### src/rtl/dmem_arbiter_if.sv
// ---------------------------------------------------------------------------
// dmem_arbiter_if
//   Bundle between the two data-memory requesters, the arbiter and the shared
//   data memory.
//
//   Requester n (0 = pipeline load/store, 1 = DMA/debug):
//     reqN     request, held with its payload until gntN
//     weN      1 = store, 0 = load
//     funct3N  RISC-V access size / sign code
//     addrN    byte address
//     wdataN   store data
//     gntN     request accepted (combinational, IDLE only)
//     doneN    one-cycle completion pulse
//     errN     one-cycle rejection pulse, coincident with doneN
//     rdataN   last load result for this requester
//
//   Memory side:
//     MemRead, MemWrite, funct3, address, write_data   driven by the arbiter
//     read_data   combinational read result (sized/sign-extended by memory)
//
//   Modports: slave = the arbiter; master = requesters plus memory model.
// ---------------------------------------------------------------------------
interface dmem_arbiter_if;
  logic        req0;
  logic        we0;
  logic [2:0]  funct30;
  logic [31:0] addr0;
  logic [31:0] wdata0;
  logic        gnt0;
  logic        done0;
  logic        err0;
  logic [31:0] rdata0;

  logic        req1;
  logic        we1;
  logic [2:0]  funct31;
  logic [31:0] addr1;
  logic [31:0] wdata1;
  logic        gnt1;
  logic        done1;
  logic        err1;
  logic [31:0] rdata1;

  logic        MemRead;
  logic        MemWrite;
  logic [2:0]  funct3;
  logic [31:0] address;
  logic [31:0] write_data;
  logic [31:0] read_data;

  modport slave (
    input  req0, we0, funct30, addr0, wdata0,
    input  req1, we1, funct31, addr1, wdata1,
    output gnt0, done0, err0, rdata0,
    output gnt1, done1, err1, rdata1,
    output MemRead, MemWrite, funct3, address, write_data,
    input  read_data
  );

  modport master (
    output req0, we0, funct30, addr0, wdata0,
    output req1, we1, funct31, addr1, wdata1,
    input  gnt0, done0, err0, rdata0,
    input  gnt1, done1, err1, rdata1,
    input  MemRead, MemWrite, funct3, address, write_data,
    output read_data
  );
endinterface

### src/rtl/dmem_arbiter.sv
// ---------------------------------------------------------------------------
// dmem_arbiter
//   Two-port round-robin arbiter in front of a single-ported data memory.
//   A request is granted in IDLE, performed in ACCESS, and reported in RESP,
//   so each access takes three cycles and nothing is queued while busy.
//   Requests that are out of range, misaligned, or carry an illegal funct3
//   are rejected in ACCESS without touching memory and reported with errN.
//
//   Ports:
//     clk    single clock, rising edge
//     rst    synchronous, active-high reset
//     bus    dmem_arbiter_if.slave (requesters + memory side)
//     busy   high whenever the arbiter is not in IDLE
//
//   Parameter:
//     MEM_BYTES  byte capacity of the shared memory (legal addresses
//                0..MEM_BYTES-1)
// ---------------------------------------------------------------------------
module dmem_arbiter #(
  parameter int unsigned MEM_BYTES = 1024
) (
  input  logic           clk,
  input  logic           rst,
  dmem_arbiter_if.slave  bus,
  output logic           busy
);

  typedef enum logic [1:0] {
    IDLE   = 2'd0,
    ACCESS = 2'd1,
    RESP   = 2'd2
  } state_t;

  // One past the last legal byte, widened so addr + size cannot wrap.
  localparam logic [32:0] MEM_LIMIT = 33'(MEM_BYTES);

  state_t      state, state_nxt;
  logic        prio;          // port that wins when both request
  logic        owner;         // port whose request is in flight
  logic        lat_we;
  logic [2:0]  lat_funct3;
  logic [31:0] lat_addr;
  logic [31:0] lat_wdata;
  logic        lat_err;       // rejection decided in ACCESS, reported in RESP
  logic [31:0] rdata0_q;
  logic [31:0] rdata1_q;

  logic        grant_valid;
  logic        grant_port;

  logic [2:0]  size;
  logic [32:0] end_addr;
  logic        funct3_ok;
  logic        align_ok;
  logic        range_ok;
  logic        req_ok;

  logic        gnt0, gnt1, done0, done1, err0, err1;
  logic        mem_read, mem_write;
  logic [2:0]  mem_funct3;
  logic [31:0] mem_address;
  logic [31:0] mem_wdata;

  // -------------------------------------------------------------------------
  // Arbitration: a lone requester always wins; a tie goes to prio.
  // -------------------------------------------------------------------------
  always_comb begin
    grant_valid = bus.req0 | bus.req1;
    if (bus.req0 && bus.req1) begin
      grant_port = prio;
    end else begin
      grant_port = bus.req1;
    end
  end

  // -------------------------------------------------------------------------
  // Validity of the latched request. funct3[1:0] encodes the size for both
  // signed and unsigned loads; illegal codes are caught by funct3_ok.
  // -------------------------------------------------------------------------
  always_comb begin
    case (lat_funct3[1:0])
      2'b00:   size = 3'd1;
      2'b01:   size = 3'd2;
      default: size = 3'd4;
    endcase

    end_addr = {1'b0, lat_addr} + 33'(size);
    range_ok = (end_addr <= MEM_LIMIT);

    if (lat_we) begin
      funct3_ok = lat_funct3 inside {3'b000, 3'b001, 3'b010};
    end else begin
      funct3_ok = lat_funct3 inside {3'b000, 3'b001, 3'b010, 3'b100, 3'b101};
    end

    align_ok = !(((lat_funct3[1:0] == 2'b01) && lat_addr[0]) ||
                 ((lat_funct3[1:0] == 2'b10) && (lat_addr[1:0] != 2'b00)));

    req_ok = funct3_ok && align_ok && range_ok;
  end

  // -------------------------------------------------------------------------
  // Next state and outputs.
  // NOTE: every output gets a default before the case so no path leaves a
  // signal unassigned, which would otherwise infer a latch.
  // -------------------------------------------------------------------------
  always_comb begin
    state_nxt   = state;
    gnt0        = 1'b0;
    gnt1        = 1'b0;
    done0       = 1'b0;
    done1       = 1'b0;
    err0        = 1'b0;
    err1        = 1'b0;
    mem_read    = 1'b0;
    mem_write   = 1'b0;
    mem_funct3  = 3'b000;
    mem_address = 32'h0;
    mem_wdata   = 32'h0;

    case (state)
      IDLE: begin
        if (grant_valid) begin
          gnt0      = !grant_port;
          gnt1      = grant_port;
          state_nxt = ACCESS;
        end
      end

      ACCESS: begin
        state_nxt = RESP;
        if (req_ok) begin
          mem_read    = !lat_we;
          mem_write   = lat_we;
          mem_funct3  = lat_funct3;
          mem_address = lat_addr;
          mem_wdata   = lat_wdata;
        end
      end

      RESP: begin
        state_nxt = IDLE;
        done0     = !owner;
        done1     = owner;
        err0      = !owner && lat_err;
        err1      = owner && lat_err;
      end

      default: state_nxt = IDLE;
    endcase

    // Reset abandons any in-flight access: no handshake and no memory strobe
    // may escape during the reset cycle itself.
    if (rst) begin
      gnt0      = 1'b0;
      gnt1      = 1'b0;
      done0     = 1'b0;
      done1     = 1'b0;
      err0      = 1'b0;
      err1      = 1'b0;
      mem_read  = 1'b0;
      mem_write = 1'b0;
    end
  end

  // -------------------------------------------------------------------------
  // State, request latch and load-result registers.
  // NOTE: sequential state uses non-blocking assignments so every register
  // samples pre-edge values regardless of statement order.
  // -------------------------------------------------------------------------
  always_ff @(posedge clk) begin
    if (rst) begin
      state      <= IDLE;
      prio       <= 1'b0;
      owner      <= 1'b0;
      lat_we     <= 1'b0;
      lat_funct3 <= 3'b000;
      lat_addr   <= 32'h0;
      lat_wdata  <= 32'h0;
      lat_err    <= 1'b0;
      rdata0_q   <= 32'h0;
      rdata1_q   <= 32'h0;
    end else begin
      state <= state_nxt;

      if ((state == IDLE) && grant_valid) begin
        owner <= grant_port;
        prio  <= !grant_port;
        if (grant_port) begin
          lat_we     <= bus.we1;
          lat_funct3 <= bus.funct31;
          lat_addr   <= bus.addr1;
          lat_wdata  <= bus.wdata1;
        end else begin
          lat_we     <= bus.we0;
          lat_funct3 <= bus.funct30;
          lat_addr   <= bus.addr0;
          lat_wdata  <= bus.wdata0;
        end
      end

      if (state == ACCESS) begin
        lat_err <= !req_ok;
        // Only a successful read updates the owner's result register.
        if (req_ok && !lat_we) begin
          if (owner) begin
            rdata1_q <= bus.read_data;
          end else begin
            rdata0_q <= bus.read_data;
          end
        end
      end
    end
  end

  assign bus.gnt0       = gnt0;
  assign bus.gnt1       = gnt1;
  assign bus.done0      = done0;
  assign bus.done1      = done1;
  assign bus.err0       = err0;
  assign bus.err1       = err1;
  assign bus.rdata0     = rdata0_q;
  assign bus.rdata1     = rdata1_q;
  assign bus.MemRead    = mem_read;
  assign bus.MemWrite   = mem_write;
  assign bus.funct3     = mem_funct3;
  assign bus.address    = mem_address;
  assign bus.write_data = mem_wdata;

  assign busy = (state != IDLE);

endmodule

### src/flat_wrapper.sv
// flat-port wrapper written by rule: the top's interface ports become plain ports
module dmem_arbiter_flat 
#(
  parameter int unsigned MEM_BYTES = 1024
)
  (clk, rst, busy, bus_req0, bus_we0, bus_funct30, bus_addr0, bus_wdata0, bus_req1, bus_we1, bus_funct31, bus_addr1, bus_wdata1, bus_gnt0, bus_done0, bus_err0, bus_rdata0, bus_gnt1, bus_done1, bus_err1, bus_rdata1, bus_MemRead, bus_MemWrite, bus_funct3, bus_address, bus_write_data, bus_read_data);
  dmem_arbiter_if bus_i ();
  input  logic clk;
  input  logic rst;
  output logic busy;
  input wire logic [$bits(bus_i.req0)-1:0] bus_req0;
  input wire logic [$bits(bus_i.we0)-1:0] bus_we0;
  input wire logic [$bits(bus_i.funct30)-1:0] bus_funct30;
  input wire logic [$bits(bus_i.addr0)-1:0] bus_addr0;
  input wire logic [$bits(bus_i.wdata0)-1:0] bus_wdata0;
  input wire logic [$bits(bus_i.req1)-1:0] bus_req1;
  input wire logic [$bits(bus_i.we1)-1:0] bus_we1;
  input wire logic [$bits(bus_i.funct31)-1:0] bus_funct31;
  input wire logic [$bits(bus_i.addr1)-1:0] bus_addr1;
  input wire logic [$bits(bus_i.wdata1)-1:0] bus_wdata1;
  output wire logic [$bits(bus_i.gnt0)-1:0] bus_gnt0;
  output wire logic [$bits(bus_i.done0)-1:0] bus_done0;
  output wire logic [$bits(bus_i.err0)-1:0] bus_err0;
  output wire logic [$bits(bus_i.rdata0)-1:0] bus_rdata0;
  output wire logic [$bits(bus_i.gnt1)-1:0] bus_gnt1;
  output wire logic [$bits(bus_i.done1)-1:0] bus_done1;
  output wire logic [$bits(bus_i.err1)-1:0] bus_err1;
  output wire logic [$bits(bus_i.rdata1)-1:0] bus_rdata1;
  output wire logic [$bits(bus_i.MemRead)-1:0] bus_MemRead;
  output wire logic [$bits(bus_i.MemWrite)-1:0] bus_MemWrite;
  output wire logic [$bits(bus_i.funct3)-1:0] bus_funct3;
  output wire logic [$bits(bus_i.address)-1:0] bus_address;
  output wire logic [$bits(bus_i.write_data)-1:0] bus_write_data;
  input wire logic [$bits(bus_i.read_data)-1:0] bus_read_data;
  assign bus_i.req0 = bus_req0;
  assign bus_i.we0 = bus_we0;
  assign bus_i.funct30 = bus_funct30;
  assign bus_i.addr0 = bus_addr0;
  assign bus_i.wdata0 = bus_wdata0;
  assign bus_i.req1 = bus_req1;
  assign bus_i.we1 = bus_we1;
  assign bus_i.funct31 = bus_funct31;
  assign bus_i.addr1 = bus_addr1;
  assign bus_i.wdata1 = bus_wdata1;
  assign bus_gnt0 = bus_i.gnt0;
  assign bus_done0 = bus_i.done0;
  assign bus_err0 = bus_i.err0;
  assign bus_rdata0 = bus_i.rdata0;
  assign bus_gnt1 = bus_i.gnt1;
  assign bus_done1 = bus_i.done1;
  assign bus_err1 = bus_i.err1;
  assign bus_rdata1 = bus_i.rdata1;
  assign bus_MemRead = bus_i.MemRead;
  assign bus_MemWrite = bus_i.MemWrite;
  assign bus_funct3 = bus_i.funct3;
  assign bus_address = bus_i.address;
  assign bus_write_data = bus_i.write_data;
  assign bus_i.read_data = bus_read_data;
  dmem_arbiter #(.MEM_BYTES(MEM_BYTES)) u_core (.clk(clk), .rst(rst), .bus(bus_i), .busy(busy));
endmodule
### config.mk
export PLATFORM = sky130hd
export DESIGN_NAME = dmem_arbiter_flat
export DESIGN_NICKNAME = d
export VERILOG_FILES = /design/src/rtl/dmem_arbiter_if.sv /design/src/rtl/dmem_arbiter.sv /design/src/flat_wrapper.sv
export SDC_FILE = /design/constraint.sdc
export NUM_CORES = 1
export LEC_CHECK = 0
export ABC_AREA = 1
export CORE_MARGIN = 3
export CORE_UTILIZATION = 30
export CTS_CLUSTER_SIZE = 25
export DETAILED_ROUTE_END_ITERATION = 7
export PLACE_DENSITY = 0.67
export SETUP_SLACK_MARGIN = 0.15
export SYNTH_ARGS = -nofsm -noshare
export SYNTH_HDL_FRONTEND = slang
export SYNTH_SLANG_ARGS = --single-unit
export TNS_END_PERCENT = 100
### constraint.sdc
create_clock -name clk -period 8.4 [get_ports clk]
set_input_delay 1.68 -clock clk [delete_from_list [all_inputs] [get_ports clk]]
set_output_delay 1.68 -clock clk [all_outputs]
set_load 0.005 [all_outputs]
== Yosys cells after proc, flatten, opt, wreduce, memory -nomap -nowiden ==
Cells that the tools add are included.

* Register bits: 137
* Input bits: 172
* Logic and storage cells: 82

* $add $sub $neg: 1
* Order comparisons: 1
* Equal/unequal tests: 9
* Multiplexer cells: 35
* Bitwise logic cells: 2
* Reductions and logical operators: 24

{| class="wikitable"
|+ Operator list
! cell !! number
|-
| 32-bit 2-to-1 mux || 6
|-
| 32-bit by 3-bit adder with 33-bit output || 1
|-
| 33-bit by 11-bit <= comparator with 1-bit output, second input constant || 1
|-
| 1-bit 2-to-1 mux || 23
|-
| 1-bit logical AND || 9
|-
| 3-bit 2-to-1 mux || 3
|-
| 3-bit equality test, second input constant || 2
|-
| 3-bit one-hot mux with 2 select lines || 1
|-
| 3-bit AND reduction || 2
|-
| 1-bit zero test || 5
|-
| 5-bit nonzero test || 1
|-
| 2-bit by 1-bit equality test with 1-bit output, second input constant || 2
|-
| 2-bit equality test, second input constant || 2
|-
| 2-bit zero test || 2
|-
| 2-bit one-hot mux with 2 select lines || 1
|-
| 2-bit nonzero test || 2
|-
| 3-bit by 1-bit equality test with 1-bit output, second input constant || 1
|-
| 3-bit by 2-bit equality test with 1-bit output, second input constant || 1
|-
| 3-bit zero test || 1
|-
| 3-bit nonzero test || 1
|-
| 2-bit 2-to-1 mux || 1
|-
| 2-bit by 1-bit != test with 1-bit output, second input constant || 1
|-
| 1-bit logical OR || 1
|-
| 1-bit inverter || 1
|-
| 1-bit OR || 1
|}

== Logic depth before layout (Yosys ltp) ==
Gate-level depths: netlist of run 1.

* Depth after elaboration: 9
* Depth in mapped cells: 20
* Depth with buffers taken out: 19

== Least setup slack after synthesis of run 1 ==
No wires, ideal clock.

* Path kind: register to output
* Start: register u_core.lat_funct3[1]
* End: output bus_write_data[11]
* Arrival: 2,538 ps
* Slack: 4,182 ps
* Cell stages (with the launch flop): 19
* Path buffers: 2
* Path through: dfxtp_1 > nor2_1 > ha_1 > fa_1 > nand3_1 > nand2_1 > nand3_1 > nor2_2 > nand2_1 > nand2_1 > nor2_1 > nand2_1 > nor2_1 > nand3_1 > nor2_4 > nand2_1 > buf_2 > buf_6 > nor2_1

* Longest elaborated chain between the ends: 8
* Elaborated cells on any way between the ends: 22
* Classes of those cells: 1 x add/sub; 1 x order compare; 6 x eq/ne; 4 x mux; 10 x reduce/logical

{| class="wikitable"
|+ Ends and longest elaborated chain
! item !! RTL line !! source
|-
| start, declared || dmem_arbiter.sv:41 || <nowiki>logic [2:0] lat_funct3;</nowiki>
|-
| start signal, assigned || dmem_arbiter.sv:191 || <nowiki>lat_funct3 <= bus.funct31;</nowiki>
|-
| start signal, assigned || dmem_arbiter.sv:196 || <nowiki>lat_funct3 <= bus.funct30;</nowiki>
|-
| parallel branches: the longest is 5 deep, another holds 32-bit by 3-bit adder with 33-bit output || n/a ||
|-
| 1-bit logical AND * || dmem_arbiter.sv:99 || <nowiki>req_ok = funct3_ok && align_ok && range_ok;</nowiki>
|-
| 32-bit 2-to-1 mux * || dmem_arbiter.sv:132 || <nowiki>if (req_ok) begin</nowiki>
|-
| 32-bit 2-to-1 mux * || dmem_arbiter.sv:121 || <nowiki>case (state)</nowiki>
|-
| end, declared || flat_wrapper.sv:33 || <nowiki>output wire logic [$bits(bus_i.write_data)-1:0] bus_write_data;</nowiki>
|}

Mark *: on every way between the ends.

== Worst setup path after layout of run 1 ==
* Start: register u_core.lat_funct3[1]
* End: output bus_address[10]

* Longest elaborated chain between the ends: 8
* Elaborated cells on any way between the ends: 22
* Classes of those cells: 1 x add/sub; 1 x order compare; 6 x eq/ne; 4 x mux; 10 x reduce/logical

{| class="wikitable"
|+ Ends and longest elaborated chain
! item !! RTL line !! source
|-
| parallel branches: the longest is 5 deep, another holds 32-bit by 3-bit adder with 33-bit output || n/a ||
|-
| 1-bit logical AND * || dmem_arbiter.sv:99 ||
|-
| 32-bit 2-to-1 mux * || dmem_arbiter.sv:132 ||
|-
| 32-bit 2-to-1 mux * || dmem_arbiter.sv:121 ||
|-
| end, declared || flat_wrapper.sv:32 || <nowiki>output wire logic [$bits(bus_i.address)-1:0] bus_address;</nowiki>
|}

Marks and branches as above.

==> reports/qor.yml, run 1 <==
hold_path:
  min_from: "u_core.prio"
  hold_path.class: "reg -> reg"
status:
  outcome: "finished, final reports clean"
route:
  drt_drc_violations_left: 0
  initialDrtViolationCount: 582
  vias: 8157
  met2_length_um: 11900
  wl_met3_um: 1880
  top_layer_used: "met5"
  route.antenna.remaining_nets: 0
  vias_per_cell: 4.51
  route.detailed.wl_per_inst_um: 14.2
  firstDrtPassIters: 5
  route.final.wire_length_um: 25700
  wl_met1_um: 11400
worst_setup_path:
  rr_endpoint: "u_core.bus.rdata0[15]"
  startpoint_of_the_most_critical_setup_path: "u_core.lat_funct3[1]"
  worst_setup_path_endpoint: "bus_address[10]"
  reg2reg_from: "u_core.lat_funct3[1]"
  timing.reg2reg.setup_slack_ps: 4740
  endpoint_kind: "primary output"
  cpMaxStageDelayCell: "nand2_2"
  path_max_fanout: 48
  worstRegToRegCells: 17
  cpLargestDelayFamily: "simple AND/OR/NAND/NOR gates"
  critical-path-max-stage-delay_ps: 620
  timing_worst_setup_path_type: "reg -> out"
  cp_startpoint_kind: "flip-flop"
  timing.critical_path.buf_inv: 1
  timing.critical_path.arrival_ps: 4360
  crit_chain: "nor2_1, ha_1, fa_1, nand3_1, nand2_1, nand3_1, nor2_2, nand2_1, nand2_1, nor2_1, nand2_1, nor2_1, nand3_1, nor2_4, nand2_2, nor2_1, clkdlybuf4s50_1"
  path_depth: 17
  worst-endpoint-required_ps: 6720
layout:
  mostFrequentLayoutCell: "nand2_1"
  layout.core_utilization_pct: 45.3
  fin_area_um2: 11000
  signed_area_change_from_the_synthesized_netlist_to_the_final_layout_pct: 48.1
  final_layout_size_suffix_gt1_share_pct: 3.84
  num_antenna_cells: 0
  mostFrequentLayoutCells: "nand2_1 (396), clkdlybuf4s50_1 (290), nor2_1 (233), inv_1 (147), dfxtp_1 (137)"
  fin_nets: 1649
power_and_ir_drop:
  irDropWorstVdd_uv: 117
  clock_power_share_pct: 44.1
  sequentialPowerShare_pct: 40.3
  power.combinational.fraction_pct: 15.6
  intPower_mw: 1.30
  netSwitchingPower_mw: 0.517
  static_leak_nw: 4.81
  power_density_nw_per_um2: 164
  swShare_pct: 28.5
cts:
  cts_max_level: 4
  cts_tree: "built"
  cts_made_buffers: 17
  insertion_delay_ps: 430
  post_cts.resized_instances: 0
  cts_root_buffer: "clkbuf_16"
  numClockSinks: 137
  clk_path_buf_depth: 2
  path_clk_slew_ps: 60
  postCtsSetupRepairBufs: 0
  cts-hold-fix-buffers: 0
grt:
  antenna_found_initial: 2
  gr-usage-all-layers_pct: 18.7
  via_count_of_the_first_global_routing_pass: 7338
  grt.overflow.total: 0
  grt_pass1_wl_um: 39700
  largest_net_degree_at_the_start_of_global_routing: 83
timing:
  tns_ps: 0
  hold-worst-slack_ps: 484
  max_slew.worst_pin.slew_ps: 1040
  period_share_pct: 71.9
  slew_headroom_pct: 30.3
  fin_worst_skew_ps: 17.0
  setup_viol: 0
  fmaxAchievable_mhz: 166
  finalHoldViolCount: 0
  unrepaired_setup_endpoints_after_global_routing: "no"
  final_max_slew_viol_count: 0
  period_needed_ps: 6040
placement:
  place.port_buffers: 290
  weighted_congestion_reported_at_the_end_of_routability_driven_placement: 0.871
  hpwlAfterDp_um: 18800
  dpl-instance-area_um2: 10400
flow_run:
  drv_cap: 0
synth:
  syn-mean-instance-area_um2: 6.11
  syn_inst: 1221
  synth.ff_latch_count: 137
  yosys_warning_count: 0
  synth.cell_area_um2: 7460
  count_of_unique_library_cells_instantiated_by_yosys: 33
  seq_area_frac_synth_pct: 36.8
floorplan:
  start_util_pct: 30.6
  placementRows: 57
  design.portCount: 312
  core_um2: 24400
  die_area_um2: 26800
  die_height_um: 164
  die-width_um: 164
[sequential cells by signal, summed over array words and instances, names as in the netlist]
| signal | count |
|---|---|
| u_core.lat_funct3 | 3 |
| u_core.prio | 1 |
| u_core.lat_err | 1 |
| u_core.owner | 1 |
| u_core.bus.rdata1 | 32 |
| u_core.state | 2 |
| u_core.lat_we | 1 |
| u_core.lat_addr | 32 |
| u_core.bus.rdata0 | 32 |
| u_core.lat_wdata | 32 |
[synthesized netlist by cell type (all sizes together)]
cell | number | area, um2
a21oi | 4 | 20.0
a22oi | 2 | 15.0
a31oi | 64 | 400
and3 | 1 | 6.26
buf | 37 | 287
clkbuf | 45 | 169
clkinv | 1 | 3.75
conb | 1 | 3.75
dfxtp | 137 | 2740
fa | 1 | 20.0
ha | 3 | 37.5
inv | 152 | 571
nand2 | 401 | 1510
nand3 | 30 | 150
nand3b | 6 | 45.0
nand4 | 5 | 61.3
nor2 | 241 | 935
nor3 | 11 | 55.1
nor4 | 2 | 12.5
o211ai | 2 | 15.0
o21ai | 69 | 345
o21bai | 2 | 15.0
xnor2 | 2 | 17.5
xor2 | 2 | 17.5
[through the flow]
| stage | std cells | power [mW] | setup slack [ps] |
|---|---|---|---|
| 4_1_cts | 1810 | 1.83 | 2300 |
| 3_3_place_gp | 1778 | 1.03 | 2930 |
| 2_1_floorplan | 1241 | 0.890 | 4180 |
| 6_report | 1810 | 1.81 | 2360 |
| 5_1_grt | 1810 | 1.90 | 1910 |
| 3_5_place_dp | 1778 | 1.03 | 2790 |
[power by group through the flow]
stage	clock network [mW]	logic, mW	registers (mW)
final	0.799	0.283	0.731
after global routing	0.843	0.318	0.736
after CTS	0.818	0.286	0.730
after detailed placement	0	0.284	0.744
after global placement	0	0.283	0.743
after floorplan	0	0.161	0.729
[cells by family (layout without fill, tap and decap cells)]
kind of cell / count (synthesis) / in the layout / synth area share [%]
and+or+nand+nor: 697 / 697 / 37.2
xor gates and xnor gates: 4 / 4 / 0.470
AOI/OAI and AO/OA: 143 / 143 / 10.9
other: 1 / 21 / 0.0503
buffers and inverters: 235 / 480 / 13.8
adders and majority gates: 4 / 4 / 0.772
DFF: 137 / 137 / 36.8
[layout make-up]
cell class / count / area, um2
clock inverters: 12 / 149
well taps: 324 / 405
clock buffers: 20 / 467
inverters: 153 / 578
fillers: 2547 / 13300
flip-flops and latches: 137 / 2740
multi-input cells: 869 / 3760
repair buffers: 295 / 2940
[worst min-delay path by stage]
stage / to / slack [ps] / depth (start not counted)
floorplan: u_core.prio / 450 / 2
global placement: u_core.prio / 450 / 2
detailed placement: u_core.prio / 470 / 2
CTS: u_core.prio / 480 / 2
global route: u_core.prio / 510 / 2
finish: u_core.prio / 480 / 2
[worst register-to-register path: stages, from the launching register on]
cell,delay [ps]
dfxtp_1,420
nor2_1,70
ha_1,250
fa_1,450
nand3_1,120
nand2_1,120
nand3_1,160
nor2_2,90
nand2_1,60
nand2_1,40
nor2_1,110
nand2_1,60
nor2_1,100
nand3_1,130
nor2_4,220
nand4_4,740
nor2_1,350
nor2_1,70
[metal layers]
layer,GRT usage (%),up-vias
li1,-,4225
met2,29.9,264
met1,24.4,3630
met5,0,-
met3,4.92,34
met4,6.07,4
Note: power is estimated with default switching activity, not from simulation.
==> run 2: changes to the inputs <==
--- a/config.mk
+++ b/config.mk
@@ -10,7 +10,7 @@
 export CORE_UTILIZATION = 30
 export CTS_CLUSTER_SIZE = 25
 export DETAILED_ROUTE_END_ITERATION = 7
-export PLACE_DENSITY = 0.67
+export PLACE_DENSITY = 0.69
 export SETUP_SLACK_MARGIN = 0.15
 export SYNTH_ARGS = -nofsm -noshare
 export SYNTH_HDL_FRONTEND = slang
==> constraint.sdc (replaced) <==
create_clock -name clk -period 5.3 [get_ports clk]
set_input_delay 1.06 -clock clk [delete_from_list [all_inputs] [get_ports clk]]
set_output_delay 1.06 -clock clk [all_outputs]
set_load 0.005 [all_outputs]
==> run 2 against run 1 <==
Against the previous run:
- setup slack got worse by 1900 ps
- sequential share of layout area fell by 0.16 points
- critical path depth rose by 1
- first-iteration DRC count fell by 23%
- via count fell by 0.66%
- combinational power rose by 59%
- worst hold slack got worse by 14 ps
- final area rose by 0.71%
- wire length rose by 1.2%
- highest routed layer is now met4
==> reports/qor.yml, run 2 (synthesis gave the netlist of run 1 again) <==
status:
  outcome: "finished, final reports clean"
cts:
  cts_made_buffers: 17
  insertion_delay_ps: 420
  path_clk_slew_ps: 60
  cts_max_level: 4
  clk_path_buf_depth: 2
  cts-hold-fix-buffers: 0
  cts_root_buffer: "clkbuf_16"
  cts_tree: "built"
  numClockSinks: 137
worst_setup_path:
  worst-endpoint-required_ps: 4240
  startpoint_of_the_most_critical_setup_path: "u_core.lat_addr[0]"
  reg2reg_from: "u_core.lat_addr[0]"
  worstRegToRegCells: 18
  timing.reg2reg.setup_slack_ps: 1570
  rr_endpoint: "u_core.bus.rdata1[16]"
  endpoint_kind: "primary output"
  path_max_fanout: 25
  cp_startpoint_kind: "flip-flop"
  timing.critical_path.arrival_ps: 3730
  timing_worst_setup_path_type: "reg -> out"
power_and_ir_drop:
  clock_power_share_pct: 43.3
  power.combinational.fraction_pct: 15.9
  power_density_nw_per_um2: 255
  swShare_pct: 28.6
  irDropWorstVdd_uv: 167
  netSwitchingPower_mw: 0.812
  sequentialPowerShare_pct: 40.8
  intPower_mw: 2.03
  static_leak_nw: 4.83
grt:
  via_count_of_the_first_global_routing_pass: 7678
  antenna_found_initial: 1
  largest_net_degree_at_the_start_of_global_routing: 84
  grt_pass1_wl_um: 39900
  gr-usage-all-layers_pct: 18.7
  grt.overflow.total: 0
flow_run:
  drv_cap: 0
route:
  route.antenna.remaining_nets: 0
  vias_per_cell: 4.46
  vias: 8103
  route.detailed.wl_per_inst_um: 14.3
  firstDrtPassIters: 5
  initialDrtViolationCount: 449
  drt_drc_violations_left: 0
  route.final.wire_length_um: 26000
timing:
  fmaxAchievable_mhz: 209
  tns_ps: 0
  slew_headroom_pct: 30.8
  final_max_slew_viol_count: 0
  unrepaired_setup_endpoints_after_global_routing: "no"
  period_needed_ps: 4790
  finalHoldViolCount: 0
  max_slew.worst_pin.slew_ps: 1030
  timing.final.ws_setup_ps: 513
  fin_worst_skew_ps: 12.2
  period_share_pct: 90.3
  setup_viol: 0
floorplan:
  die-width_um: 164
  die_area_um2: 26800
  design.portCount: 312
  placementRows: 57
  core_um2: 24400
  start_util_pct: 30.6
  die_height_um: 164
placement:
  place.port_buffers: 290
  post-place-ws_ps: 481
  hpwlAfterDp_um: 19200
  weighted_congestion_reported_at_the_end_of_routability_driven_placement: 0.877
  dpl-instance-area_um2: 10500
hold_path:
  worstHoldPathCells: 2
  min_from: "u_core.prio"
  hold_path.class: "reg -> reg"
  min_delay_worst_endpoint: "u_core.prio"
layout:
  mostFrequentLayoutCell: "nand2_1"
  mostFrequentLayoutCells: "nand2_1 (396), clkdlybuf4s50_1 (290), nor2_1 (232), inv_1 (147), dfxtp_1 (136)"
  final_layout_size_suffix_gt1_share_pct: 4.43
  signed_area_change_from_the_synthesized_netlist_to_the_final_layout_pct: 49.2
  layout.core_utilization_pct: 45.6
  fin_nets: 1654
  fillCellCount: 2544
  fin_area_um2: 11100
==> run 2: final cells by class <==
type                       instances  area [um2]  area share, %
tap                              324         405           3.64
multi-input combinational        870        3810           34.2
clock buffer                      19         443           3.98
timing repair buffer             299        2990           26.9
inverter                         153         577           5.18
antenna                            1        2.50         0.0225
clock inverter                    13         156           1.41
sequential                       137        2740           24.7
==> run 2: worst max path at each step <==
stage / end / slack (ps) / cells after the start
after floorplan: bus_write_data[11] / 1700 / 18
after global placement: bus_write_data[30] / 600 / 18
after detailed placement: bus_write_data[30] / 480 / 17
after CTS: bus_write_data[30] / 180 / 17
after global routing: bus_write_data[29] / 170 / 19
final: bus_write_data[30] / 510 / 18
==> run 2: metrics by stage <==
stage                     hold slack [ps]  total power, mW  std cells
after floorplan                       445             1.41       1241
final                                 470             2.84       1816
after CTS                             474             2.88       1812
after global placement                457             1.63       1780
after global routing                  524             2.98       1816
after detailed placement              464             1.63       1780
==> run 2: metal layers <==
metal / global-route usage, % / up-vias / share of wire [%]
li1: - / 4235 / -
met1: 24.3 / 3590 / 45
met2: 30.6 / 252 / 47
met3: 4.46 / 26 / 6.7
met4: 5.61 / 0 / 2.1
met5: 0 / - / 0
==> run 2: repair_timing <==
action / CTS / global route
buffers inserted: 0 / 2
cloned: 0 / 1
resized for setup: 1 / 9
pin swaps: 0 / 1
endpoints found under the setup margin: 26 / 36
==> run 2: power by group through the flow <==
stage / sequential, mW / combinational (mW) / clock [mW]
after floorplan: 1.16 / 0.255 / 0
after global placement: 1.18 / 0.445 / 0
after detailed placement: 1.18 / 0.448 / 0
after CTS: 1.16 / 0.450 / 1.27
after global routing: 1.17 / 0.509 / 1.31
final: 1.16 / 0.451 / 1.23
==> run 2: worst max-delay path, stage by stage (launching register included) <==
cell and delay (ps):
dfxtp_1 420, ha_2 270, fa_2 250, nand2_1 70, nand2_1 140, nand2_1 100
nor2_2 220, nand2_1 80, nand2_1 60, nand2_1 40, nor2_1 80, nand2_1 60
nor2_1 100, nand3_1 130, nor2_4 260, nand2_8 150, buf_8 240, nor2_1 100
clkdlybuf4s50_1 540
==> run 3: changes to the inputs <==
--- a/config.mk
+++ b/config.mk
@@ -7,10 +7,10 @@
 export LEC_CHECK = 0
 export ABC_AREA = 1
 export CORE_MARGIN = 3
-export CORE_UTILIZATION = 30
+export CORE_UTILIZATION = 38
 export CTS_CLUSTER_SIZE = 25
 export DETAILED_ROUTE_END_ITERATION = 7
-export PLACE_DENSITY = 0.69
+export PLACE_DENSITY = 0.82
 export SETUP_SLACK_MARGIN = 0.15
 export SYNTH_ARGS = -nofsm -noshare
 export SYNTH_HDL_FRONTEND = slang
==> run 3 against run 2 <==
Against the previous run:
- sequential power about the same
- sequential share of layout area increased by 0.39 points
- clock power decreased by 11%
- final area decreased by 1.6%
- clock skew decreased by 0.60 ps
- combinational power about the same
- total power decreased by 5.0%
- global-route usage increased by 3.5 points
- worst hold slack got worse by 3.5 ps
- cell count decreased by 3.7%
- via count increased by 2.4%
- critical endpoint is now bus_address[2]
- die area decreased by 20%
- critical path type unchanged
==> reports/qor.yml, run 3 (synthesis gave the netlist of run 1 again) <==
status:
  outcome: "finished, final reports clean"
cts:
  cts_made_buffers: 17
  path_clk_slew_ps: 70
  numClockSinks: 137
  clk_path_buf_depth: 2
  cts_max_level: 4
  insertion_delay_ps: 420
  cts-hold-fix-buffers: 0
  cts_tree: "built"
  cts_root_buffer: "clkbuf_16"
floorplan:
  core_um2: 19000
  die-width_um: 146
  start_util_pct: 39.2
  die_height_um: 146
  placementRows: 50
  die_area_um2: 21300
  design.portCount: 312
route:
  drt_drc_violations_left: 0
  route.detailed.wl_per_inst_um: 14.0
  route.antenna.remaining_nets: 0
  route.final.wire_length_um: 24400
  vias: 8294
  vias_per_cell: 4.74
  initialDrtViolationCount: 430
  firstDrtPassIters: 6
worst_setup_path:
  worst-endpoint-required_ps: 4240
  path_max_fanout: 29
  reg2reg_from: "u_core.lat_funct3[0]"
  worstRegToRegCells: 17
  endpoint_kind: "primary output"
  timing.reg2reg.setup_slack_ps: 1590
  timing_worst_setup_path_type: "reg -> out"
  cp_startpoint_kind: "flip-flop"
  rr_endpoint: "u_core.bus.rdata1[29]"
  timing.critical_path.arrival_ps: 3730
placement:
  place.port_buffers: 290
  hpwlAfterDp_um: 17900
  weighted_congestion_reported_at_the_end_of_routability_driven_placement: 0.933
  cells_after_dpl: 1716
timing:
  max_slew.worst_pin.slew_ps: 940
  final_max_slew_viol_count: 0
  fmaxAchievable_mhz: 209
  fin_worst_skew_ps: 11.6
  finalHoldViolCount: 0
  period_needed_ps: 4790
  slew_headroom_pct: 37.2
  period_share_pct: 90.3
  unrepaired_setup_endpoints_after_global_routing: "no"
  tns_ps: 0
  setup_viol: 0
grt:
  via_count_of_the_first_global_routing_pass: 7852
  largest_net_degree_at_the_start_of_global_routing: 109
  grt_pass1_wl_um: 38900
  grt.overflow.total: 0
  gr-usage-all-layers_pct: 22.2
  antenna_found_initial: 0
layout:
  signed_area_change_from_the_synthesized_netlist_to_the_final_layout_pct: 46.9
  fin_nets: 1652
  mostFrequentLayoutCells: "nand2_1 (396), clkdlybuf4s50_1 (290), nor2_1 (232), inv_1 (147), dfxtp_1 (136)"
  mostFrequentLayoutCell: "nand2_1"
  fillCellCount: 1853
  num_antenna_cells: 0
  final_cell_count_no_fill: 1749
  final_layout_size_suffix_gt1_share_pct: 4.03
hold_path:
  min_from: "u_core.prio"
  worstHoldPathCells: 2
  min_delay_worst_endpoint: "u_core.prio"
  hold_path.class: "reg -> reg"
flow_run:
  drv_cap: 0
power_and_ir_drop:
  power_density_nw_per_um2: 247
  irDropWorstVdd_uv: 195
  static_leak_nw: 4.78
[run 3: cell types whose count changed in the layout (fill, tap and decap cells not counted), moves of 2 or more]
cell	change
inv_6	-4
bufinv_16	-2
clkinv_2	+3
buf_4	-2
clkbuf_1	+2
[run 3: how the worst max path moves through the flow]
stage / cells after the start / startpoint / end / slack [ps]
2_1_floorplan: 18 / u_core.lat_funct3[1] / bus_write_data[11] / 1700
3_3_place_gp: 17 / u_core.lat_funct3[1] / bus_funct3[0] / 630
3_5_place_dp: 18 / u_core.lat_funct3[1] / bus_address[2] / 530
4_1_cts: 18 / u_core.lat_funct3[1] / bus_address[2] / 250
5_1_grt: 17 / u_core.lat_funct3[0] / bus_address[3] / 180
6_report: 17 / u_core.lat_funct3[0] / bus_address[2] / 510
[run 3: metal layers]
layer / share of wire [%] / global-route usage (%)
met1: 40 / 25.5
met2: 48 / 38.7
met3: 8.0 / 6.30
met4: 3.1 / 9.31
met5: 0 / 0
[run 3: per-stage QoR]
stage / setup slack, ps / utilization (%) / total power, mW / hold WS [ps] / instance area, um2
after floorplan: 1700 / - / 1.41 / 445 / 7530
after global placement: 629 / 54.6 / 1.62 / 453 / 10400
after detailed placement: 528 / 54.6 / 1.63 / 456 / 10400
after CTS: 247 / 57.5 / 2.72 / 466 / 10900
after global routing: 181 / 57.6 / 2.83 / 480 / 11000
final: 513 / 57.6 / 2.70 / 467 / 11000
[run 3: critical path: stages (launching register included)]
cell	delay, ps
dfxtp_1	340
nor2_1	120
ha_2	270
fa_1	250
nand3_1	90
nand2_1	170
nand3_1	160
nor2_2	220
nand3_1	110
nand2_1	80
nand2_1	50
nor2_1	90
nand3_1	130
nor2_4	200
nand2_8	170
buf_6	230
nor2_1	90
clkdlybuf4s50_1	520
[run 3: final cells by class]
cell class | count | area [um2] | share of cell area (%)
tap | 260 | 325 | 2.97
clock inverter | 12 | 95.1 | 0.868
multi-input combinational | 869 | 3780 | 34.5
sequential | 137 | 2740 | 25.1
inverter | 153 | 577 | 5.27
clock buffer | 20 | 437 | 3.99
timing repair buffer | 298 | 2990 | 27.3
[run 3: report_power, final]
group / total, mW / switching, mW / internal (mW)
Combinational: 0.450 / 0.234 / 0.216
Sequential: 1.16 / 0.0667 / 1.10
Clock: 1.09 / 0.483 / 0.605
[run 3: what timing repair did]
item	in CTS	in global routing
resized for setup	1	5
endpoints found under the setup margin	22	47
setup buffers	0	1
pin swaps	0	1
